<file path="src/rtl/util_tx_timestamp_gate_if.sv">
// Stream bundle between the TX DMA, the timestamp gate and the sample unpacker.
// slave is the gate's view; master is the view of whoever drives the input and sinks the output.
interface util_tx_timestamp_gate_if #(
  parameter int DW = 64
);
  logic          s_axis_valid;
  logic          s_axis_ready;
  logic          s_axis_xfer_req;
  logic [DW-1:0] s_axis_data;
  logic          m_axis_valid;
  logic          m_axis_ready;
  logic [DW-1:0] m_axis_data;

  modport slave (
    input  s_axis_valid, s_axis_xfer_req, s_axis_data, m_axis_ready,
    output s_axis_ready, m_axis_valid, m_axis_data
  );

  modport master (
    output s_axis_valid, s_axis_xfer_req, s_axis_data, m_axis_ready,
    input  s_axis_ready, m_axis_valid, m_axis_data
  );
endinterface

</file>
<file path="src/rtl/util_tx_timestamp_gate.sv">
// DAC-domain gate that holds each timestamped TX block until the sample clock reaches its header,
// then streams it to the unpacker with zero latency; late or far-future blocks are dropped or sent.
module util_tx_timestamp_gate #(
  parameter int NUM_OF_CHANNELS   = 4,
  parameter int SAMPLE_DATA_WIDTH = 16,
  parameter int TIMESTAMP_WIDTH   = 64,
  parameter int COUNT_WIDTH       = 16
) (
  input  logic                       clk,
  input  logic                       resetn,
  input  logic [TIMESTAMP_WIDTH-1:0] timestamp,
  input  logic [31:0]                timestamp_every,
  input  logic                       late_mode,
  input  logic [TIMESTAMP_WIDTH-1:0] max_wait,
  util_tx_timestamp_gate_if.slave    axis,
  output logic [COUNT_WIDTH-1:0]     late_count,
  output logic [COUNT_WIDTH-1:0]     drop_count,
  output logic                       underflow
);

  localparam logic [TIMESTAMP_WIDTH-1:0] TS_ONE  = TIMESTAMP_WIDTH'(1);
  localparam logic [COUNT_WIDTH-1:0]     CNT_ONE = COUNT_WIDTH'(1);
  localparam logic [COUNT_WIDTH-1:0]     CNT_MAX = '1;

  typedef enum logic [2:0] {
    IDLE,
    PASS,
    HEADER,
    WAIT,
    STREAM,
    DROP
  } state_t;

  state_t                     r_state;
  state_t                     w_stateNext;
  logic                       r_xferReqD;
  logic [31:0]                r_everyL;
  logic [31:0]                r_beatCnt;
  logic [TIMESTAMP_WIDTH-1:0] r_hdr;
  logic [COUNT_WIDTH-1:0]     r_lateCount;
  logic [COUNT_WIDTH-1:0]     r_dropCount;
  logic                       r_underflow;

  logic                       w_xferRise;
  logic [TIMESTAMP_WIDTH-1:0] w_hdrIn;
  logic [TIMESTAMP_WIDTH-1:0] w_diff;
  logic                       w_isLate;
  logic                       w_tooEarly;
  logic                       w_lastBeat;
  logic                       w_sReady;
  logic                       w_mValid;
  logic                       w_hdrLoad;
  logic                       w_lateInc;
  logic                       w_dropInc;
  logic                       w_cntInc;
  logic                       w_cntClr;

  // Modular difference: its MSB is the sign, so a header just across the wrap still reads as near.
  assign w_xferRise = axis.s_axis_xfer_req & ~r_xferReqD;
  assign w_hdrIn    = axis.s_axis_data[TIMESTAMP_WIDTH-1:0];
  assign w_diff     = w_hdrIn - timestamp;
  assign w_isLate   = w_diff[TIMESTAMP_WIDTH-1];
  assign w_tooEarly = ~w_isLate & (w_diff > max_wait);
  assign w_lastBeat = (r_beatCnt == (r_everyL - 32'd1));

  assign axis.s_axis_ready = w_sReady;
  assign axis.m_axis_valid = w_mValid;
  assign axis.m_axis_data  = axis.s_axis_data;
  assign late_count        = r_lateCount;
  assign drop_count        = r_dropCount;
  assign underflow         = r_underflow;

  always_comb begin
    w_stateNext = r_state;
    w_sReady    = 1'b0;
    w_mValid    = 1'b0;
    w_hdrLoad   = 1'b0;
    w_lateInc   = 1'b0;
    w_dropInc   = 1'b0;
    w_cntInc    = 1'b0;
    w_cntClr    = 1'b0;
    case (r_state)
      IDLE: begin
        // every_l is being latched on this same edge, so decide from the live input.
        if (w_xferRise) begin
          w_stateNext = (timestamp_every != 32'd0) ? HEADER : PASS;
        end
      end
      PASS: begin
        w_mValid = axis.s_axis_valid;
        w_sReady = axis.m_axis_ready;
      end
      HEADER: begin
        w_sReady = 1'b1;
        if (axis.s_axis_valid) begin
          w_hdrLoad = 1'b1;
          if (w_isLate) begin
            w_lateInc = 1'b1;
            if (late_mode) begin
              w_stateNext = STREAM;
            end else begin
              w_dropInc   = 1'b1;
              w_stateNext = DROP;
            end
          end else if (w_tooEarly) begin
            w_dropInc   = 1'b1;
            w_stateNext = DROP;
          // A header one tick ahead is already due next cycle; WAIT would miss its hdr-1 match.
          end else if (w_diff <= TS_ONE) begin
            w_stateNext = STREAM;
          end else begin
            w_stateNext = WAIT;
          end
        end
      end
      WAIT: begin
        if (timestamp == (r_hdr - TS_ONE)) begin
          w_stateNext = STREAM;
        end
      end
      STREAM: begin
        w_mValid = axis.s_axis_valid;
        w_sReady = axis.m_axis_ready;
        if (axis.s_axis_valid && axis.m_axis_ready) begin
          if (w_lastBeat) begin
            w_cntClr    = 1'b1;
            w_stateNext = HEADER;
          end else begin
            w_cntInc = 1'b1;
          end
        end
      end
      DROP: begin
        w_sReady = 1'b1;
        if (axis.s_axis_valid) begin
          if (w_lastBeat) begin
            w_cntClr    = 1'b1;
            w_stateNext = HEADER;
          end else begin
            w_cntInc = 1'b1;
          end
        end
      end
      default: w_stateNext = IDLE;
    endcase
    // Losing the transfer abandons any partial block; status counters keep their history.
    if (!axis.s_axis_xfer_req) begin
      w_stateNext = IDLE;
      w_cntClr    = 1'b1;
      w_cntInc    = 1'b0;
      w_lateInc   = 1'b0;
      w_dropInc   = 1'b0;
    end
  end

  always_ff @(posedge clk or negedge resetn) begin
    if (!resetn) begin
      r_state     <= IDLE;
      r_xferReqD  <= 1'b0;
      r_everyL    <= 32'd0;
      r_beatCnt   <= 32'd0;
      r_hdr       <= '0;
      r_lateCount <= '0;
      r_dropCount <= '0;
      r_underflow <= 1'b0;
    end else begin
      r_state     <= w_stateNext;
      r_xferReqD  <= axis.s_axis_xfer_req;
      r_underflow <= (r_state == STREAM) & ~axis.s_axis_valid & axis.m_axis_ready;
      if (w_xferRise) begin
        r_everyL <= timestamp_every;
      end
      if (w_hdrLoad) begin
        r_hdr <= w_hdrIn;
      end
      if (w_cntClr) begin
        r_beatCnt <= 32'd0;
      end else if (w_cntInc) begin
        r_beatCnt <= r_beatCnt + 32'd1;
      end
      if (w_lateInc && (r_lateCount != CNT_MAX)) begin
        r_lateCount <= r_lateCount + CNT_ONE;
      end
      if (w_dropInc && (r_dropCount != CNT_MAX)) begin
        r_dropCount <= r_dropCount + CNT_ONE;
      end
    end
  end

endmodule

</file>
<file path="src/flat_wrapper.sv">
// flat-port wrapper written by rule: the top's interface ports become plain ports
module util_tx_timestamp_gate_flat 
#(
  parameter int NUM_OF_CHANNELS   = 4,
  parameter int SAMPLE_DATA_WIDTH = 16,
  parameter int TIMESTAMP_WIDTH   = 64,
  parameter int COUNT_WIDTH       = 16
)
  (clk, resetn, timestamp, timestamp_every, late_mode, max_wait, late_count, drop_count, underflow, axis_s_axis_valid, axis_s_axis_xfer_req, axis_s_axis_data, axis_m_axis_ready, axis_s_axis_ready, axis_m_axis_valid, axis_m_axis_data);
  util_tx_timestamp_gate_if #(.DW(((4) * (16)))) axis_i ();
  input  logic clk;
  input  logic resetn;
  input  logic [TIMESTAMP_WIDTH-1:0] timestamp;
  input  logic [31:0] timestamp_every;
  input  logic late_mode;
  input  logic [TIMESTAMP_WIDTH-1:0] max_wait;
  output logic [COUNT_WIDTH-1:0] late_count;
  output logic [COUNT_WIDTH-1:0] drop_count;
  output logic underflow;
  input wire logic [$bits(axis_i.s_axis_valid)-1:0] axis_s_axis_valid;
  input wire logic [$bits(axis_i.s_axis_xfer_req)-1:0] axis_s_axis_xfer_req;
  input wire logic [$bits(axis_i.s_axis_data)-1:0] axis_s_axis_data;
  input wire logic [$bits(axis_i.m_axis_ready)-1:0] axis_m_axis_ready;
  output wire logic [$bits(axis_i.s_axis_ready)-1:0] axis_s_axis_ready;
  output wire logic [$bits(axis_i.m_axis_valid)-1:0] axis_m_axis_valid;
  output wire logic [$bits(axis_i.m_axis_data)-1:0] axis_m_axis_data;
  assign axis_i.s_axis_valid = axis_s_axis_valid;
  assign axis_i.s_axis_xfer_req = axis_s_axis_xfer_req;
  assign axis_i.s_axis_data = axis_s_axis_data;
  assign axis_i.m_axis_ready = axis_m_axis_ready;
  assign axis_s_axis_ready = axis_i.s_axis_ready;
  assign axis_m_axis_valid = axis_i.m_axis_valid;
  assign axis_m_axis_data = axis_i.m_axis_data;
  util_tx_timestamp_gate #(.NUM_OF_CHANNELS(NUM_OF_CHANNELS), .SAMPLE_DATA_WIDTH(SAMPLE_DATA_WIDTH), .TIMESTAMP_WIDTH(TIMESTAMP_WIDTH), .COUNT_WIDTH(COUNT_WIDTH)) u_core (.clk(clk), .resetn(resetn), .timestamp(timestamp), .timestamp_every(timestamp_every), .late_mode(late_mode), .max_wait(max_wait), .axis(axis_i), .late_count(late_count), .drop_count(drop_count), .underflow(underflow));
endmodule
</file>
<file path="config.mk">
export PLATFORM = sky130hd
export DESIGN_NAME = util_tx_timestamp_gate_flat
export DESIGN_NICKNAME = d
export VERILOG_FILES = /design/src/rtl/util_tx_timestamp_gate_if.sv /design/src/rtl/util_tx_timestamp_gate.sv /design/src/flat_wrapper.sv
export SDC_FILE = /design/constraint.sdc
export NUM_CORES = 1
export LEC_CHECK = 0
export BUFFER_PORTS_ARGS = -buffer_cell sky130_fd_sc_hd__clkbuf_2
export CAP_MARGIN = 20
export CORE_ASPECT_RATIO = 1.1
export CORE_MARGIN = 5
export CORE_UTILIZATION = 38
export CTS_CLUSTER_DIAMETER = 60
export DETAILED_ROUTE_END_ITERATION = 10
export GPL_TIMING_DRIVEN = 0
export PLACE_DENSITY_LB_ADDON = 0.1
export REMOVE_ABC_BUFFERS = 1
export SYNTH_ARGS = -nofsm -noshare
export SYNTH_HDL_FRONTEND = slang
export SYNTH_SLANG_ARGS = --single-unit
</file>
<file path="constraint.sdc">
create_clock -name clk -period 9.5 [get_ports clk]
set_input_delay 0.95 -clock clk [delete_from_list [all_inputs] [get_ports clk]]
set_output_delay 0.95 -clock clk [all_outputs]
set_load 0.1 [all_outputs]
</file>
# After elaboration in Yosys (flattened, before gate mapping)
# Index checks and enable logic that the tools add are counted.
dict set report word_totals {
  reg_bits 165
  latchBits 0
  mem_bits_rw 0
  romBits 0
  word_cells 86
  memories 0
}
dict set report op_classes {
  addsub 6
  multipliers 0
  div 0
  n_lt_le_gt_ge 2
  n_eq_ne 15
  shift 0
  muxes 39
  bitwise_logic 7
  n_reduce_logical 9
}
# cell n
set op_table {}
lappend op_table {{64-bit equality test} 1}
lappend op_table {{64-bit > comparator} 1}
lappend op_table {{64-bit by 1-bit less-or-equal comparator with 1-bit output (second input constant)} 1}
lappend op_table {{32-bit two-way mux} 2}
lappend op_table {{64-bit by 1-bit subtractor with 64-bit output (second input constant)} 1}
lappend op_table {{64-bit subtractor} 1}
lappend op_table {{16-bit by 1-bit adder with 16-bit output (second input constant)} 2}
lappend op_table {{32-bit by 1-bit adder with 32-bit output (second input constant)} 1}
lappend op_table {{32-bit equality test} 1}
lappend op_table {{16-bit != test (second input constant)} 2}
lappend op_table {{32-bit nonzero test} 1}
lappend op_table {{32-bit by 1-bit subtractor with 32-bit output (second input constant)} 1}
lappend op_table {{3-bit two-way mux} 10}
lappend op_table {{1-bit two-way mux} 22}
lappend op_table {{3-bit one-hot mux with 6 select lines} 1}
lappend op_table {{3-bit by 2-bit != test with 1-bit output (second input constant)} 3}
lappend op_table {{3-bit by 2-bit equality test with 1-bit output (second input constant)} 2}
lappend op_table {{3-bit equality test (second input constant)} 2}
lappend op_table {{3-bit != test (second input constant)} 2}
lappend op_table {{1-bit one-hot mux with 2 select lines} 3}
lappend op_table {{6-bit AND reduction} 1}
lappend op_table {{1-bit bitwise AND} 4}
lappend op_table {{2-bit OR reduction} 2}
lappend op_table {{3-bit by 1-bit equality test with 1-bit output (second input constant)} 1}
lappend op_table {{6 further kinds} 10}

# Depth between registers and ports, before layout
dict set report depth {
  word_depth 9
  depth_mapped 24
  depth_no_buf 24
}

# Worst setup path before layout
# OpenSTA, ideal clock, no wires.
dict set report synth_timing {
  path_kind {input to register}
  from {input port axis_s_axis_data[0]}
  to {register u_core.r_state[0]}
  setup_ns 0.140
  t_arrival_ns 5.649
  required_ns 9.360
  slack_ns 3.710
  stages 21
  path_buffers 0
  cell_sequence {inv_1 ha_1 inv_1 fa_1 a21o_1 a221o_1 a22oi_1 a21oi_1 or4_1 a21oi_1 ha_1 and4_1 a221o_1 a221oi_1 o21ai_0 and2_1 a2111o_1 a21oi_1 or3b_2 nor4_1 a211oi_1}
}
dict set report synth_between {
  elab_chain_len 8
}
# item line
set synth_lines {}
lappend synth_lines {{start: declaration} flat_wrapper.sv:22} ;# input wire logic [$bits(axis_i.s_axis_data)-1:0] axis_s_axis_data;
lappend synth_lines {{64-bit subtractor (*)} util_tx_timestamp_gate.sv:61} ;# assign w_diff = w_hdrIn - timestamp;
lappend synth_lines {{64-bit by 1-bit less-or-equal comparator with 1-bit output (tied with other cells)} util_tx_timestamp_gate.sv:109} ;# end else if (w_diff <= TS_ONE) begin
lappend synth_lines {{3-bit two-way mux or 1-bit bitwise AND (tied branches)} {util_tx_timestamp_gate.sv:109, util_tx_timestamp_gate.sv:63}}
lappend synth_lines {{3-bit two-way mux} util_tx_timestamp_gate.sv:105} ;# end else if (w_tooEarly) begin
lappend synth_lines {{3-bit two-way mux (*)} util_tx_timestamp_gate.sv:97} ;# if (w_isLate) begin
lappend synth_lines {{3-bit two-way mux (*)} util_tx_timestamp_gate.sv:95} ;# if (axis.s_axis_valid) begin
lappend synth_lines {{3-bit one-hot mux with 6 select lines (*)} util_tx_timestamp_gate.sv:82} ;# case (r_state)
lappend synth_lines {{3-bit two-way mux (*)} util_tx_timestamp_gate.sv:147} ;# if (!axis.s_axis_xfer_req) begin
lappend synth_lines {{end signal: assignment} util_tx_timestamp_gate.sv:167} ;# r_state <= w_stateNext;
lappend synth_lines {{end: declaration} util_tx_timestamp_gate.sv:34} ;# state_t r_state;
# Mark *: on every way between the ends. The rest lies on a longest branch, timed or not. The select of a mux whose other input is x is not followed.
# A chain may end at the register's enable or synchronous reset.

# Worst setup path in the final report
dict set report layout_timing {
  from {input port timestamp[17]}
  to {register u_core.r_state[0]}
}
dict set report layout_between {
  elab_chain_len 8
}
# item line
set layout_lines {}
lappend layout_lines {{start: declaration} flat_wrapper.sv:13} ;# input logic [TIMESTAMP_WIDTH-1:0] timestamp;
lappend layout_lines {{64-bit subtractor} util_tx_timestamp_gate.sv:61}
lappend layout_lines {{64-bit by 1-bit less-or-equal comparator with 1-bit output (tied with other cells)} util_tx_timestamp_gate.sv:109}
lappend layout_lines {{3-bit two-way mux or 1-bit bitwise AND (tied branches)} {util_tx_timestamp_gate.sv:109, util_tx_timestamp_gate.sv:63}}
lappend layout_lines {{3-bit two-way mux} util_tx_timestamp_gate.sv:105}
lappend layout_lines {{3-bit two-way mux} util_tx_timestamp_gate.sv:97}
lappend layout_lines {{3-bit two-way mux} util_tx_timestamp_gate.sv:95}
lappend layout_lines {{3-bit one-hot mux with 6 select lines} util_tx_timestamp_gate.sv:82}
lappend layout_lines {{3-bit two-way mux} util_tx_timestamp_gate.sv:147}
# Parallel ways exist; a longest one is shown, timed or not. The select of a mux whose other input is x is not followed.

==> metrics <==
die width=218.2 µm; share of cells above drive strength 1=20.47%; Via Count=17.82k; DRC=0; cell family with most CP delay=compound AO/OA/AOI/OAI gates; TritonCTS clock tree=done; worst path bufs/invs=2; Top-Level Pins=329; endpoint class of the critical path=flip-flop; Lkg Pwr=9.169 nW; Worst Tran Pin Value=1.018 ns; Clock Sinks=165; ANT nets after route=0; most frequent cells after synthesis=190 x nor2_1, 172 x inv_1, 165 x dfrtp_1; clock share of power=20.9%; Rel. slew slack=31.57%; Worst Path Required=9.87 ns; synth unique cells=93; Max-Cap Viols=0; Sw Ratio=46.26%; Core ar.=47510 µm²; NetSw=0.001713 W; Worst EP arrival=7.33 ns; WL/cell=20.58 µm; die area=52160 µm²; Worst-path clk slew=0.08 ns; first-pass GRT wire length=98180 µm; Nets=2842; Crit path top cell by count=a211oi_1; Post-synth top flop=dfrtp_1; standard-cell rows=84; Clock Tree Buf Depth=2; initial antenna violation count=3; Sequential Power Share=31.1%; worst reg2reg path startpoint=u_core.r_hdr[9]; top post-synthesis cells by area=dfrtp_1 23%, ha_1 9.1%, xnor2_1 6.5%; fin crit period=6.961 ns; Yosys warning total=0; flops & latches, synth=165; CTS Buf Count=17; Placed Area=19860 µm²; Initial DRC Count=1180; worst setup path end=u_core.r_state[0]; CTS resizes=0; reg2reg end=u_core.r_state[0]; critical path peak fanout=7; cell taking the most area after synthesis=dfrtp_1; P_int=0.001990 W; skew final=0.009572 ns; Comb pwr share=48.0%; final core occ=43.13%; crit path cell chain=clkbuf_2 -> inv_1 -> ha_1 -> nand2_1 -> o21ai_0 -> o31ai_1 -> a211oi_1 -> a211oi_1 -> nor2_1 -> a211oi_1 -> xnor2_1 -> ha_1 -> a21o_1 -> a21oi_1 -> o21ai_0 -> a21oi_1 -> nand4_1 -> a2111o_1 -> a21oi_1 -> or3b_2 -> nor4_1 -> a211oi_1; post-synthesis area per instance=7.965 µm²; HPWL after DPL=53940 µm; final setup vio count=0; # hold bufs at CTS=0; final setup TNS=0 ns; vias in the first global route=17.22k; Cells after Synth=2275; Via density=5.679; FF-to-FF setup slack=4.42 ns; Pre-Repair DR Iteration Count=5; Max Fclk=143.7 MHz; PwrDens=180.7 nW/µm²; PortBufs=328; Synth top area share=22.79%; Root Buffer=clkbuf_16; final WL=64570 µm; Critical Path Source=timestamp[17]; maximum VDD drop=0.0001950 V; Final Cell Area=20490 µm²; Slowest Stage Delay on Critical Path=0.63 ns; Final Slew Violations=0; global router's overall resource usage=24.06%; register area share after synthesis=22.79%; ys async rst share=100.0%; postcts setup bufs=0; Area Overhead vs Synth=13.07%; Die Span Y=239.0 µm; largest net degree at the start of global routing=103; Hold/Removal Path Class=primary input to asynchronous set/reset pin; critical path class=primary input to flip-flop; clock latency on the worst-skew pair=0.50 ns; Initial Util=38.15%; number of synthesized flops with an enable pin=0; CP max-delay cell=a211oi_1; gpl congestion=0.9189; grt total ovfl=0; cell area after synthesis=18120 µm²; most frequent cell after synthesis=nor2_1; Final Hold Viols=0; status=finished, final reports clean; crit path launch type=primary input; Final Cycle Share=73.27%; RSZ-0062 raised after global routing=false; R2R depth=11; H-tree Lvls=4; stages on the worst setup path=22
==> worst min-delay path by stage <==
stage                     startpoint                    end  slack [ns]  cells past startpoint
2_1_floorplan    u_core.r_everyL[31]    u_core.r_everyL[31]        0.50                      1
3_3_place_gp   u_core.drop_count[11]  u_core.drop_count[11]        0.48                      1
3_5_place_dp   u_core.drop_count[11]  u_core.drop_count[11]        0.48                      1
4_1_cts                       resetn        u_core.r_hdr[7]        0.45                      1
5_1_grt                       resetn        u_core.r_hdr[7]        0.47                      1
6_report                      resetn        u_core.r_hdr[7]        0.43                      1
==> cells by family (layout without fill, tap and decap cells) <==
| kind of cell | Yosys count | after routing | share of synthesized area (%) |
|---|---|---|---|
| xor+xnor | 219 | 219 | 10.58 |
| compound gates | 477 | 477 | 17.46 |
| fa+ha+maj | 133 | 133 | 9.225 |
| buf+inv | 321 | 538 | 8.099 |
| mux | 114 | 114 | 6.953 |
| flops | 165 | 165 | 22.79 |
| other cells | 0 | 1 | 0 |
| simple gates | 846 | 846 | 24.90 |
==> layout make-up <==
class	count	area, µm²
Fill cell	4942	27020
Multi-Input combinational cell	1789	12550
Sequential cell	165	4129
Timing Repair Buffer	334	1730
Tap cell	645	807.0
Inverter	172	645.6
Clock buffer	18	439.2
Clock inverter	14	188.9
Antenna cell	1	2.502
==> worst reg2reg max path, stage by stage (launching register included) <==
cell and delay (ns):
dfrtp_1 0.43, nor3_1 0.51, nand4_1 0.66, nor4_2 1.06, nand4_1 0.21, xnor2_1 0.21
nor4_1 0.38, nand4_1 0.23, nor4_2 0.70, o31ai_2 0.18, nor4_1 0.31, a211oi_1 0.08
==> power by group through the flow <==
stage | Combinational, W | Clock, W | Sequential [W]
2_1_floorplan | 0.00115 | 0 | 0.00114
3_3_place_gp | 0.00174 | 0 | 0.00115
3_5_place_dp | 0.00177 | 0 | 0.00116
4_1_cts | 0.00177 | 0.000798 | 0.00115
5_1_grt | 0.00194 | 0.000822 | 0.00119
6_report | 0.00178 | 0.000774 | 0.00115
==> per-layer routing <==
metal | part of all wire, % | GRT usage [%] | vias up | wire (µm)
met5 | 0.060 | 0 | - | 39
met4 | 3.1 | 8.603 | 6 | 2025
met3 | 4.7 | 3.458 | 85 | 3047
met2 | 48 | 40.51 | 502 | 30940
met1 | 44 | 31.60 | 8588 | 28520
li1 | - | - | 8639 | -
==> stage by stage <==
stage / setup WS [ns] / std cells / hold slack (ns) / power [W]
final: 2.539 / 3138 / 0.4300 / 0.003703
after global routing: 1.993 / 3137 / 0.4708 / 0.003948
after CTS: 2.430 / 3137 / 0.4540 / 0.003717
after detailed placement: 1.901 / 3105 / 0.4837 / 0.002925
after global placement: 1.913 / 3099 / 0.4771 / 0.002889
after floorplan: 3.710 / 2126 / 0.5022 / 0.002292
==> flip-flops by register name (all words and copies together), names as in the netlist <==
signal,count
u_core.r_hdr,64
u_core.r_state,3
u_core.late_count,16
u_core.r_everyL,32
u_core.drop_count,16
u_core.r_beatCnt,32
u_core.r_xferReqD,1
u_core.underflow,1
==> cell usage in the layout, fill, tap and decap left out, types with 7 or more instances in the layout <==
| cell | netlist | layout |
|---|---|---|
| a2111oi_0 | 7 | 7 |
| a211oi_1 | 21 | 21 |
| a21o_1 | 55 | 55 |
| a21oi_1 | 126 | 126 |
| a221o_1 | 8 | 8 |
| a221oi_1 | 8 | 8 |
| a311oi_1 | 7 | 7 |
| a31oi_1 | 12 | 12 |
| and2_1 | 14 | 14 |
| and3_1 | 30 | 29 |
| and4_1 | 11 | 11 |
| clkbuf_16 | 0 | 17 |
| clkbuf_2 | 1 | 327 |
| dfrtp_1 | 165 | 165 |
| ha_1 | 132 | 132 |
| inv_1 | 172 | 172 |
| mux2_2 | 95 | 95 |
| mux2i_1 | 19 | 19 |
| nand2_1 | 151 | 151 |
| nand2b_1 | 9 | 9 |
| nand3_1 | 69 | 69 |
| nand4_1 | 83 | 83 |
| nor2_1 | 190 | 190 |
| nor2b_1 | 14 | 13 |
| nor3_1 | 78 | 78 |
| nor3b_1 | 15 | 15 |
| nor4_1 | 57 | 56 |
| nor4b_1 | 11 | 11 |
| o211ai_1 | 19 | 19 |
| o21a_1 | 15 | 15 |
| o21ai_0 | 101 | 100 |
| o21bai_1 | 12 | 12 |
| o31ai_1 | 7 | 7 |
| or2_2 | 14 | 14 |
| or3_1 | 35 | 35 |
| or4_1 | 19 | 19 |
| or4_4 | 7 | 7 |
| xnor2_1 | 134 | 134 |
| xor2_1 | 85 | 85 |
No activity file was read; power rests on OpenSTA's default activity.
